<file path="src/rtl/rr_decode_arbiter_pkg.sv">
// ---------------------------------------------------------------------------
// rr_decode_arbiter_pkg : shared constants and grant decode for the arbiter
// Revision 1.0
// ---------------------------------------------------------------------------
`default_nettype none

package rr_decode_arbiter_pkg;

  localparam int NUM_REQ = 4;
  localparam int ID_W    = 2;
  localparam int HOLD_W  = 8;

  localparam logic [0:0] ST_IDLE  = 1'b0;
  localparam logic [0:0] ST_GRANT = 1'b1;

  // 2-to-4 enable decode that turns the owner index into the one-hot grant
  function automatic logic [NUM_REQ-1:0] decode_en(input logic [ID_W-1:0] id,
                                                   input logic            en);
    decode_en = en ? (NUM_REQ'(1) << id) : '0;
  endfunction

endpackage

`default_nettype wire

</file>
<file path="src/rtl/rr_decode_arbiter_pick.sv">
// ---------------------------------------------------------------------------
// rr_pick : rotated priority search starting just after the last winner
// Revision 1.0
// ---------------------------------------------------------------------------
`default_nettype none

module rr_pick
  import rr_decode_arbiter_pkg::*;
(
  input  logic [NUM_REQ-1:0] req,
  input  logic [ID_W-1:0]    last,
  output logic [ID_W-1:0]    win_id,
  output logic               win_vld
);

  // Walk from lowest to highest priority so the last hit is the winner;
  // offset NUM_REQ wraps to last itself, which therefore ranks lowest.
  always_comb begin
    win_id  = last;
    win_vld = 1'b0;
    for (int i = NUM_REQ; i >= 1; i--) begin
      if (req[last + ID_W'(i)]) begin
        win_id  = last + ID_W'(i);
        win_vld = 1'b1;
      end
    end
  end

endmodule

`default_nettype wire

</file>
<file path="src/rtl/rr_decode_arbiter.sv">
// ---------------------------------------------------------------------------
// rr_decode_arbiter : 4-way round-robin arbiter with hold timer, one-hot grant
// Revision 1.0
// ---------------------------------------------------------------------------
`default_nettype none

module rr_decode_arbiter
  import rr_decode_arbiter_pkg::*;
#(
  parameter int unsigned HOLD_MAX = 15
) (
  input  logic               clk,
  input  logic               rst_n,
  input  logic [NUM_REQ-1:0] req,
  output logic [NUM_REQ-1:0] gnt,
  output logic [ID_W-1:0]    gnt_id,
  output logic               gnt_vld,
  output logic               timeout
);

  localparam logic [HOLD_W-1:0] HOLD_LAST = HOLD_W'(HOLD_MAX - 1);

  logic [0:0]        state;
  logic [ID_W-1:0]   last;
  logic [HOLD_W-1:0] hold_cnt;
  logic [ID_W-1:0]   win_id;
  logic              win_vld;

  rr_pick u_pick (
    .req     (req),
    .last    (last),
    .win_id  (win_id),
    .win_vld (win_vld)
  );

  always_ff @(posedge clk or negedge rst_n) begin
    if (!rst_n) begin
      state    <= ST_IDLE;
      last     <= ID_W'(NUM_REQ - 1);
      hold_cnt <= '0;
      gnt_id   <= '0;
      gnt_vld  <= 1'b0;
      timeout  <= 1'b0;
    end else begin
      timeout <= 1'b0;
      case (state)
        ST_IDLE: begin
          if (win_vld) begin
            gnt_id   <= win_id;
            gnt_vld  <= 1'b1;
            last     <= win_id;
            hold_cnt <= '0;
            state    <= ST_GRANT;
          end
        end
        ST_GRANT: begin
          hold_cnt <= hold_cnt + 1'b1;
          // A release wins over the timer, so timeout only fires for a live owner
          if (!req[gnt_id]) begin
            gnt_vld <= 1'b0;
            state   <= ST_IDLE;
          end else if (hold_cnt == HOLD_LAST) begin
            gnt_vld <= 1'b0;
            timeout <= 1'b1;
            state   <= ST_IDLE;
          end
        end
        default: state <= ST_IDLE;
      endcase
    end
  end

  assign gnt = decode_en(gnt_id, gnt_vld);

endmodule

`default_nettype wire

</file>
<file path="config.mk">
export PLATFORM = sky130hd
export DESIGN_NAME = rr_decode_arbiter
export DESIGN_NICKNAME = d
export VERILOG_FILES = /design/src/rtl/rr_decode_arbiter_pkg.sv /design/src/rtl/rr_decode_arbiter_pick.sv /design/src/rtl/rr_decode_arbiter.sv
export SDC_FILE = /design/constraint.sdc
export NUM_CORES = 1
export LEC_CHECK = 0
export CAP_MARGIN = 20
export CORE_MARGIN = 2
export CORE_UTILIZATION = 55
export CTS_CLUSTER_SIZE = 25
export DETAILED_ROUTE_END_ITERATION = 10
export PLACE_DENSITY = 0.87
export SYNTH_ARGS = -nofsm -noshare
export SYNTH_HDL_FRONTEND = slang
export SYNTH_SLANG_ARGS = --single-unit
</file>
<file path="constraint.sdc">
create_clock -name clk -period 2.1 [get_ports clk]
set_input_delay 0.315 -clock clk [delete_from_list [all_inputs] [get_ports clk]]
set_output_delay 0.315 -clock clk [all_outputs]
set_load 0.05 [all_outputs]
</file>
==> results summary <==
CTS built an H-tree with a depth of 1. The layout cell share with drive strength beyond 1 is between 10% and 20%. The synthesized design spends more area on one cell type than any other, namely dfrtp_1.

For this run, the leading register cell type out of synthesis is dfrtp_1. The classification of the worst-slack hold path is in2async. The number of synthesis warnings came out at 0. In this run the power spent charging and discharging nets is 0.681 mW.

The power density over the cells came out at 1380 nW/um^2. The tightest slew margin relative to the limit is 55.4%. The largest fanout on the critical path is 6. The total met3 wirelength after detailed routing is 95 um. The capturing element type of the critical path is an output port. Setup slack closes at 0.147 ns.

For the pin with the worst max-slew slack, the measured transition is 0.666 ns. The highest metal layer with signal wires is met4. The die width is 43.4 um. The post-route DRC violation count is 0. The post-synthesis register bit count is 15. The via count of the first global-routing pass is 682.

Traced cell by cell, the critical path runs through clkdlybuf4s50_1. The site row count came out at 14. The setup-violating endpoint count in the final report came out at 0.

The internal power of the cells came out at 0.731 mW. The worst setup path is of the reg2out kind. The detailed placer's ending HPWL came out at 1260 um.

The post-placement setup slack came out at around 0.25 ns. The die covers 1890 sq um. The weighted congestion at the end of routability-driven global placement is between 0.8 and 0.9. In this run the mean area of a mapped cell was 9.95 sq um. The number of sinks driven by the clock tree is 15.

The number of enable flip-flop cells after synthesis came out at 0. The fraction of synthesized cell area taken by the top area cell type came out at a little under two fifths. The worst endpoint required time is 1.78 ns.

The count of maximum capacitance violations came out at 0. The count of hold-fix buffers inserted at cts is 0. The first-pass iteration count of the detailed router came out at 4. Yosys attributes the largest share of cell area to dfrtp_1 38%, dfstp_2 6.1%, mux2i_1 4.7%. Of the total power, the share spent switching nets is 48.3%. The combinational power share is about half. The remaining number of nets flagged by the antenna check after routing is 0. The number of buffers created by CTS came out at 3. The worst setup skew after layout is 0.00313 ns. The post-synthesis net count is 94. The data arrival time of the critical path came out at between 1.5 and 2 ns. The number of DRC violations after detailed-routing iteration 0 came out at 25.

The sequential area share after synthesis is approximately 44%. For this run, the slowest stage of the critical path takes 0.86 ns. The maximum clock path buffer count is 2.

Setup repair after global routing left no endpoint under its margin. The routed design could run at a clock period as short as 1.95 ns. The element type at the critical path start is a flip-flop. The number of primary I/O pins came out at 14.

The total design power is 1.41 mW. The proportion of power drawn by flip-flops and latches came out at 40.1%. The routed length on met1 came out at between 700 and 800 um. For this run, the post-layout net count is approximately 110. The wire length of the first global-routing pass is roughly 2900 um. In this run the clock root is driven by a clkbuf_4. For this design, the slowest cell found on the critical path is clkdlybuf4s50_1. The total routing usage reported by global routing came out at about a fifth. The instance count of the mapped netlist is 86. The fmax is 512 MHz. The pin count of the biggest net entering global routing came out at 19. The netlist uses 34 different library cells. The count of buffering cells on the critical path with inverters included is 1.

The flow ran to the end, and the final reports show no timing, DRC or antenna violations. The wire length after detailed routing is between 1500 and 2000 um. The number of antenna violations at the first check in global routing is 0. The total count of max-transition violations in the final report came out at 0.

The number of hold-slack violations in the final timing report came to 0. The post-CTS setup buffer count is 0. The clock network latency to the later pin of the worst-skew pair is 0.29 ns.

Compared with the post-synthesis result, the final layout area differs by 19.9%. The cell leakage power is 0.439 nW. The portion of the clock cycle consumed by the worst path in the final layout is 93.0%. In the synthesized netlist the async set-or-reset flop fraction comes to 100%. The initial standard-cell utilization of the core came out at 57.5%. 0 antenna diodes ended up in the layout. The number of buffer cells added on primary ports came out at 13. The die height came out at 43.4 um. The count of vias placed by the detailed router is 716. The routed design uses 807 um of met2 wire. In the final routed layout, each cell accounts on average for 14.4 um. The clock transition time at the flip-flop clock pins of the worst setup and hold paths came out at 0.08 ns.

The peak supply drop came out at between 0.9 and 1 mV. The final-layout fill cell count is 114. The number of vias per cell after detailed routing is 6.17. The total core area is 1490 sq um. TritonCTS built the clock tree.

Grouping stages by cell kind, the critical path spends the most delay in buffers and inverters. The summed instance area of the synthesized netlist is roughly 860 sq um. The total overflow reported by the global router is 0.

The clock network fraction of design power is approximately 11%. The sum of negative setup slack is 0 ns.
[registers in the layout, summed over array words and instances, names as in the netlist]
| name | flops |
|---|---|
| gnt_id | 2 |
| gnt_vld | 1 |
| hold_cnt | 8 |
| last | 2 |
| timeout | 1 |
| state | 1 |
[power by group through the flow]
stage | Combinational (mW) | Sequential, mW | Clock, mW
after floorplan | 0.465 | 0.586 | 0
after global placement | 0.677 | 0.561 | 0
after detailed placement | 0.699 | 0.569 | 0
after CTS | 0.688 | 0.563 | 0.168
after global routing | 0.743 | 0.591 | 0.180
final | 0.685 | 0.566 | 0.161
[synthesized netlist by cell type, types with 2 or more instances]
master / number
dfrtp_1: 13
o21ai_0: 7
inv_1: 5
nand2_1: 5
nor2_1: 5
mux2i_1: 4
nand4_1: 4
a21oi_1: 3
nand2b_1: 3
nand3_1: 3
nor2b_1: 3
nor3_1: 3
a21o_1: 2
a2bb2oi_1: 2
a32oi_1: 2
buf_2: 2
dfstp_2: 2
ha_1: 2
[timing repair]
item / CTS / global route
endpoints found under the setup margin: 2 / 1
resized for setup: 2 / 1
hold endpoints to repair: 0 / 0
pin swaps: 0 / 0
[layer usage]
layer | global-route usage [%] | vias up
met5 | 0 | -
met4 | 6.06 | 0
met3 | 7.50 | 4
met2 | 32.8 | 21
met1 | 28.2 | 342
li1 | - | 349
[kinds of logic after synthesis]
| group | count (synthesis) | share of synthesized area, % |
|---|---|---|
| adder cells (fa/ha/maj) | 2 | 2.92 |
| AO/OA/AOI/OAI | 22 | 17.5 |
| flip-flops | 15 | 44.2 |
| AND/OR/NAND/NOR | 32 | 22.1 |
| multiplexers | 6 | 8.63 |
| buffers and inverters | 9 | 4.68 |
[cell type report]
| class | count | area, sq um | area share (%) |
|---|---|---|---|
| inverters | 5 | 18.8 | 1.83 |
| multi-input cells | 62 | 448 | 43.7 |
| well taps | 16 | 20.0 | 1.95 |
| clock buffers | 4 | 26.3 | 2.56 |
| repair buffers | 14 | 135 | 13.2 |
| flip-flops and latches | 15 | 378 | 36.8 |
[cell usage in the layout (no fill, tap or decap), drive strengths merged, types with 4 or more instances in the layout]
cell type and instances:
nand4 4, inv 5, o21ai 7, dfrtp 13, clkbuf 4, clkdlybuf4s50 9
mux2i 4, nor2 5, nand2 5
[metrics by stage]
step | cells | cell area, sq um | hold slack [ns] | utilization [%]
after floorplan | 86 | 866 | 0.0194 | -
after global placement | 112 | 1000 | 0.462 | 67.1
after detailed placement | 112 | 1000 | 0.467 | 67.1
after CTS | 116 | 1020 | 0.446 | 68.7
after global routing | 116 | 1030 | 0.484 | 68.9
final | 116 | 1030 | 0.430 | 68.9
[path summary, 6_finish.rpt]
path,start,end,slack [ns],cells after the start
min in group clk,hold_cnt[7],hold_cnt[7],0.47,1
worst min-delay path,rst_n,hold_cnt[6],0.43,1
worst max register to register,last[1],gnt_id[0],0.61,3
max in group asynchronous,rst_n,hold_cnt[2],1.24,1
worst max-delay path,gnt_id[1],gnt_id[1],0.15,1
worst min register to register,hold_cnt[7],hold_cnt[7],0.47,1
Power figures use the tool's default switching activity.
==> edit 1 (config.mk and constraints unchanged) <==
Put one more register stage on the output `timeout`. The value now appears one clock later. The other outputs are not delayed to match.
--- a/src/rtl/rr_decode_arbiter.sv
+++ b/src/rtl/rr_decode_arbiter.sv
@@ -20,6 +20,8 @@
 
   localparam logic [HOLD_W-1:0] HOLD_LAST = HOLD_W'(HOLD_MAX - 1);
 
+  logic timeout_s0;
+
   logic [0:0]        state;
   logic [ID_W-1:0]   last;
   logic [HOLD_W-1:0] hold_cnt;
@@ -40,9 +42,9 @@
       hold_cnt <= '0;
       gnt_id   <= '0;
       gnt_vld  <= 1'b0;
-      timeout  <= 1'b0;
+      timeout_s0 <= 1'b0;
     end else begin
-      timeout <= 1'b0;
+      timeout_s0 <= 1'b0;
       case (state)
         ST_IDLE: begin
           if (win_vld) begin
@@ -61,7 +63,7 @@
             state   <= ST_IDLE;
           end else if (hold_cnt == HOLD_LAST) begin
             gnt_vld <= 1'b0;
-            timeout <= 1'b1;
+            timeout_s0 <= 1'b1;
             state   <= ST_IDLE;
           end
         end
@@ -72,6 +74,10 @@
 
   assign gnt = decode_en(gnt_id, gnt_vld);
 
+  always_ff @(posedge clk) begin
+    timeout <= timeout_s0;
+  end
+
 endmodule
 
 `default_nettype wire
Function: same outputs for any inputs over 10 cycles, from zero or initial values and one cycle with rst_n low; that may be too few to reach the edited logic, so the function may still have changed.
==> edit 1 against the unedited design <==
  * Synthesized area rose by 9.9%
  * Highest routed layer unchanged
  * Non-clock buffer count is the same
  * Design area is 7.1% higher
  * Setup slack better by 16 ps
  * Sequential cell count grew 1
  * Critical endpoint unchanged
  * Routed wire length is 11% higher
  * Total power increased by 4.1%
==> edit 1: results (changes against the unedited design) <==
[worst_setup_path]
worst-path-max-fanout = 7  ; +1
cp_top_family = buffers and inverters
r2r_start = hold_cnt[0]

[place]
post-place-ws_ps = 195  ; -59.3 ps
dp_cells = 116  ; +3.6%
dpl_cell_area_um2 = 1070  ; +7.0%
gp_congestion = 0.753  ; -10%
dpl.hpwl_um = 1370  ; +8.6%

[yosys]
synth_cells = 89  ; +3.5%
yosysSeqAreaShare = 0.423  ; -0.0186
synthTopCellsByArea = dfrtp_1 (35%), dfstp_2 (5.6%), mux2i_1 (3.2%)
netlist-cell-type-count = 41  ; +21%
async_flop_share = 0.938  ; -0.0625
synthesis.nets = 97  ; +3.2%
yosysWarnings = 0  ; unchanged
yosys-top-cells-count = dfrtp_1 (13), inv_1 (6), nand2_1 (6), nand3_1 (5), o21ai_0 (5)

[power_and_ir_drop]
p_int_mw = 0.772  ; +5.7%
vdd_drop_max_uv = 1250  ; +36%
p_leak_nw = 0.492  ; +12%

[clock_tree]
root_buffer = clkbuf_4

[routing]
wl_um = 1850  ; +11%
viasPerCell = 6.05  ; -2.0%
post_drt_wl_per_cell_um = 15.4  ; +6.9%

[global_route]
grt_pass1_vias = 689  ; +1.0%
track_usage = 0.231  ; +0.0190
grt_start_max_net_pins = 18  ; -1

[run_status]
outcome = completed

[timing]
clock_skew_ps = 0.992  ; -2.14 ps
tightest_slew_ps = 698  ; +31.7 ps

[worst_hold_path]
holdCritPathClass = reg -> reg

[finish]
final_nets = 113  ; +3.7%

-- edit 1: cells by family after synthesis --
| family | Yosys count | share of synthesized area |
|---|---|---|
| adders and majority gates | 2 | 0.0266 |
| muxes | 5 | 0.0718 |
| DFF | 16 | 0.423 |
| and+or+nand+nor | 36 | 0.231 |
| AOI/OAI and AO/OA | 21 | 0.201 |
| buffers and inverters | 9 | 0.0465 |
-- edit 1: layout make-up --
| cell class | instances | area, µm² |
|---|---|---|
| clock buffer | 4 | 26.3 |
| multi-input combinational | 64 | 499 |
| fill | 115 | 460 |
| tap | 16 | 20.0 |
| timing repair buffer | 14 | 133 |
| inverter | 6 | 22.5 |
| sequential | 16 | 398 |
-- edit 1: routing by layer --
| layer | track usage | share of wire | up-vias |
|---|---|---|---|
| met5 | 0 | 0 | - |
| li1 | - | - | 364 |
| met1 | 0.309 | 0.46 | 345 |
| met3 | 0.0600 | 0.038 | 4 |
| met4 | 0.106 | 0.016 | 0 |
| met2 | 0.349 | 0.48 | 13 |
-- edit 1: what timing repair did --
action	CTS	global route
hold buffers	0	0
resized for setup	0	1
endpoints found under the setup margin	0	1
-- edit 1: final timing paths --
check	end	slack, ps	cells after the start
hold reg to reg	timeout	350	0
min in group asynchronous	timeout_s0	440	1
setup / recovery	gnt_id[1]	160	1
max in group asynchronous	gnt_id[1]	1220	1
hold / removal	timeout	350	0
setup reg to reg	state	570	5
-- edit 1: power by group through the flow --
stage / clock (mW) / sequential [mW] / combinational (mW)
after global placement: 0 / 0.575 / 0.700
after detailed placement: 0 / 0.585 / 0.725
after global routing: 0.190 / 0.602 / 0.781
after floorplan: 0 / 0.612 / 0.478
after CTS: 0.172 / 0.578 / 0.728
final: 0.167 / 0.579 / 0.724
==> edit 2 (same flow settings) <==
Made on the original files. `ID_W`: 2 -> 4.
--- a/src/rtl/rr_decode_arbiter_pkg.sv
+++ b/src/rtl/rr_decode_arbiter_pkg.sv
@@ -7,7 +7,7 @@
 package rr_decode_arbiter_pkg;
 
   localparam int NUM_REQ = 4;
-  localparam int ID_W    = 2;
+  localparam int ID_W    = 4;
   localparam int HOLD_W  = 8;
 
   localparam logic [0:0] ST_IDLE  = 1'b0;
Ports: changed (resized gnt_id); port bits go from 14 to 16. The function was not compared with the original's and may differ.
==> edit 2 against the unedited design <==
  * Setup slack lost 110 ps
  * Maximum frequency is 5.5% lower
  * Total power increased by 82%
  * Critical path depth grew 6
  * Routed wire length increased by 99%
  * Synthesized area is 46% higher
  * Sequential cell count rose by 2
  * Design area increased by 58%
  * Critical path type is now reg -> reg
  * Critical endpoint is now gnt_id[3]
  * Largest cell class unchanged
==> edit 2: results (changes against the unedited design) <==
[run_status]
outcome = completed

[worst_setup_path]
worst-path-max-fanout = 8  ; +2
crit_slowest_cell = dfstp_2
cp_top_family = flip-flops
worstRegToRegCells = 7  ; +4
slowest_delay_ps = 630  ; -230 ps
cp-startpoint = last[0]

[finish]
drive_gt1_frac = 0.276  ; +0.146
largestRegisters = hold_cnt (8), gnt_id (4), last (2)
antennaDiodeCount = 0  ; unchanged
largest_reg_flops = 8  ; unchanged
fin_util = 0.740  ; +0.0505
fillers = 142  ; +25%

[job]
drv_cap = 0  ; unchanged

[global_route]
grt_start_max_net_pins = 18  ; -1
grt_pass1_wl_um = 5260  ; +79%
antenna_found_initial = 0  ; unchanged
track_usage = 0.272  ; +0.0607
grt_pass1_vias = 1145  ; +68%

[clock_tree]
root_buffer = clkbuf_4
cts_setup_buffers = 2  ; +2
h-tree-depth = 1  ; unchanged
path_clk_slew_ps = 100  ; +20 ps
cts_buffers = 3  ; unchanged
clk_path_buf_depth = 2  ; unchanged
cts.repair.resized = 1  ; -1
clock_latency_ps = 300

[worst_hold_path]
holdCritPathClass = in -> async

[yosys]
yosysSeqAreaShare = 0.341  ; -0.100
yosysWarnings = 0  ; unchanged
synthTopCellsByArea = dfrtp_1 (30%), mux4_2 (7.2%), ha_1 (6.0%)
synthesis.nets = 150  ; +60%
ys_dominant_reg_cell = dfrtp_1
async_flop_share = 1.00  ; unchanged
netlist-cell-type-count = 40  ; +18%
syn_avg_cell_area_um2 = 9.08  ; -8.7%
yosys-top-cells-count = nand2_1 (19), dfrtp_1 (15), o21ai_0 (15), nor2_1 (8)

[power_and_ir_drop]
vdd_drop_max_uv = 1300  ; +40%
p_leak_nw = 0.716  ; +63%

[timing]
slew_headroom = 0.662  ; +0.107
clock_skew_ps = 4.34  ; +1.21 ps

[routing]
route.vias.total = 1209  ; +69%
viasPerCell = 6.33  ; +2.6%
wl_um = 3340  ; +99%
drtPass1Iterations = 4  ; unchanged
drtIter0Drc = 58  ; +130%

[place]
dp_cells = 183  ; +63%
dpl.hpwl_um = 2270  ; +80%
portBuffers = 15  ; +2
dpl_cell_area_um2 = 1530  ; +53%
gp_congestion = 0.884  ; +5.3%
post-place-ws_ps = -11.6  ; -266 ps

## edit 2: changes by cell type in the layout (fill, tap and decap cells not counted), sizes merged, moves of 3 or more
cell / before / now
nor2: 5 / 8
nand2: 5 / 20
buf: 2 / 20
mux4: 1 / 4
o21ai: 7 / 16
xnor2: 0 / 3
a221oi: 1 / 4
nand2b: 3 / 0
ha: 2 / 6
a21oi: 3 / 7
## edit 2: final cells by class
class / instances / share of cell area
clock buffer: 4 / 0.0162
inverter: 8 / 0.0232
multi-input combinational: 103 / 0.480
sequential: 17 / 0.264
tap: 28 / 0.0216
timing repair buffer: 31 / 0.195
## edit 2: report_power, final
part / leakage [nW] / total (mW) / internal, mW / switching (mW)
combinational: 0.487 / 1.72 / 0.795 / 0.930
clock: 0.0150 / 0.183 / 0.0740 / 0.109
sequential: 0.214 / 0.658 / 0.452 / 0.206
## edit 2: per-layer routing
layer / GRT usage / up-vias / share of wire
li1: - / 552 / -
met1: 0.326 / 586 / 0.38
met2: 0.483 / 63 / 0.53
met3: 0.0661 / 8 / 0.076
met4: 0.0789 / 0 / 0.021
met5: 0 / - / 0
## edit 2: path summary, 6_finish.rpt
check                         endpoint  slack (ps)
hold / removal                   state         330
hold reg to reg            hold_cnt[3]         520
min in group clk           hold_cnt[3]         520
max in group asynchronous      last[0]        1510
setup reg to reg             gnt_id[3]          30
setup / recovery             gnt_id[3]          30
## edit 2: cell families after synthesis
logic type / after synthesis / synth area share
multiplexers: 9 / 0.113
buffers and inverters: 18 / 0.0728
AND/OR/NAND/NOR: 48 / 0.204
adder cells (fa/ha/maj): 6 / 0.0599
AO/OA/AOI/OAI: 37 / 0.189
flip-flops: 17 / 0.341
XOR/XNOR: 3 / 0.0210
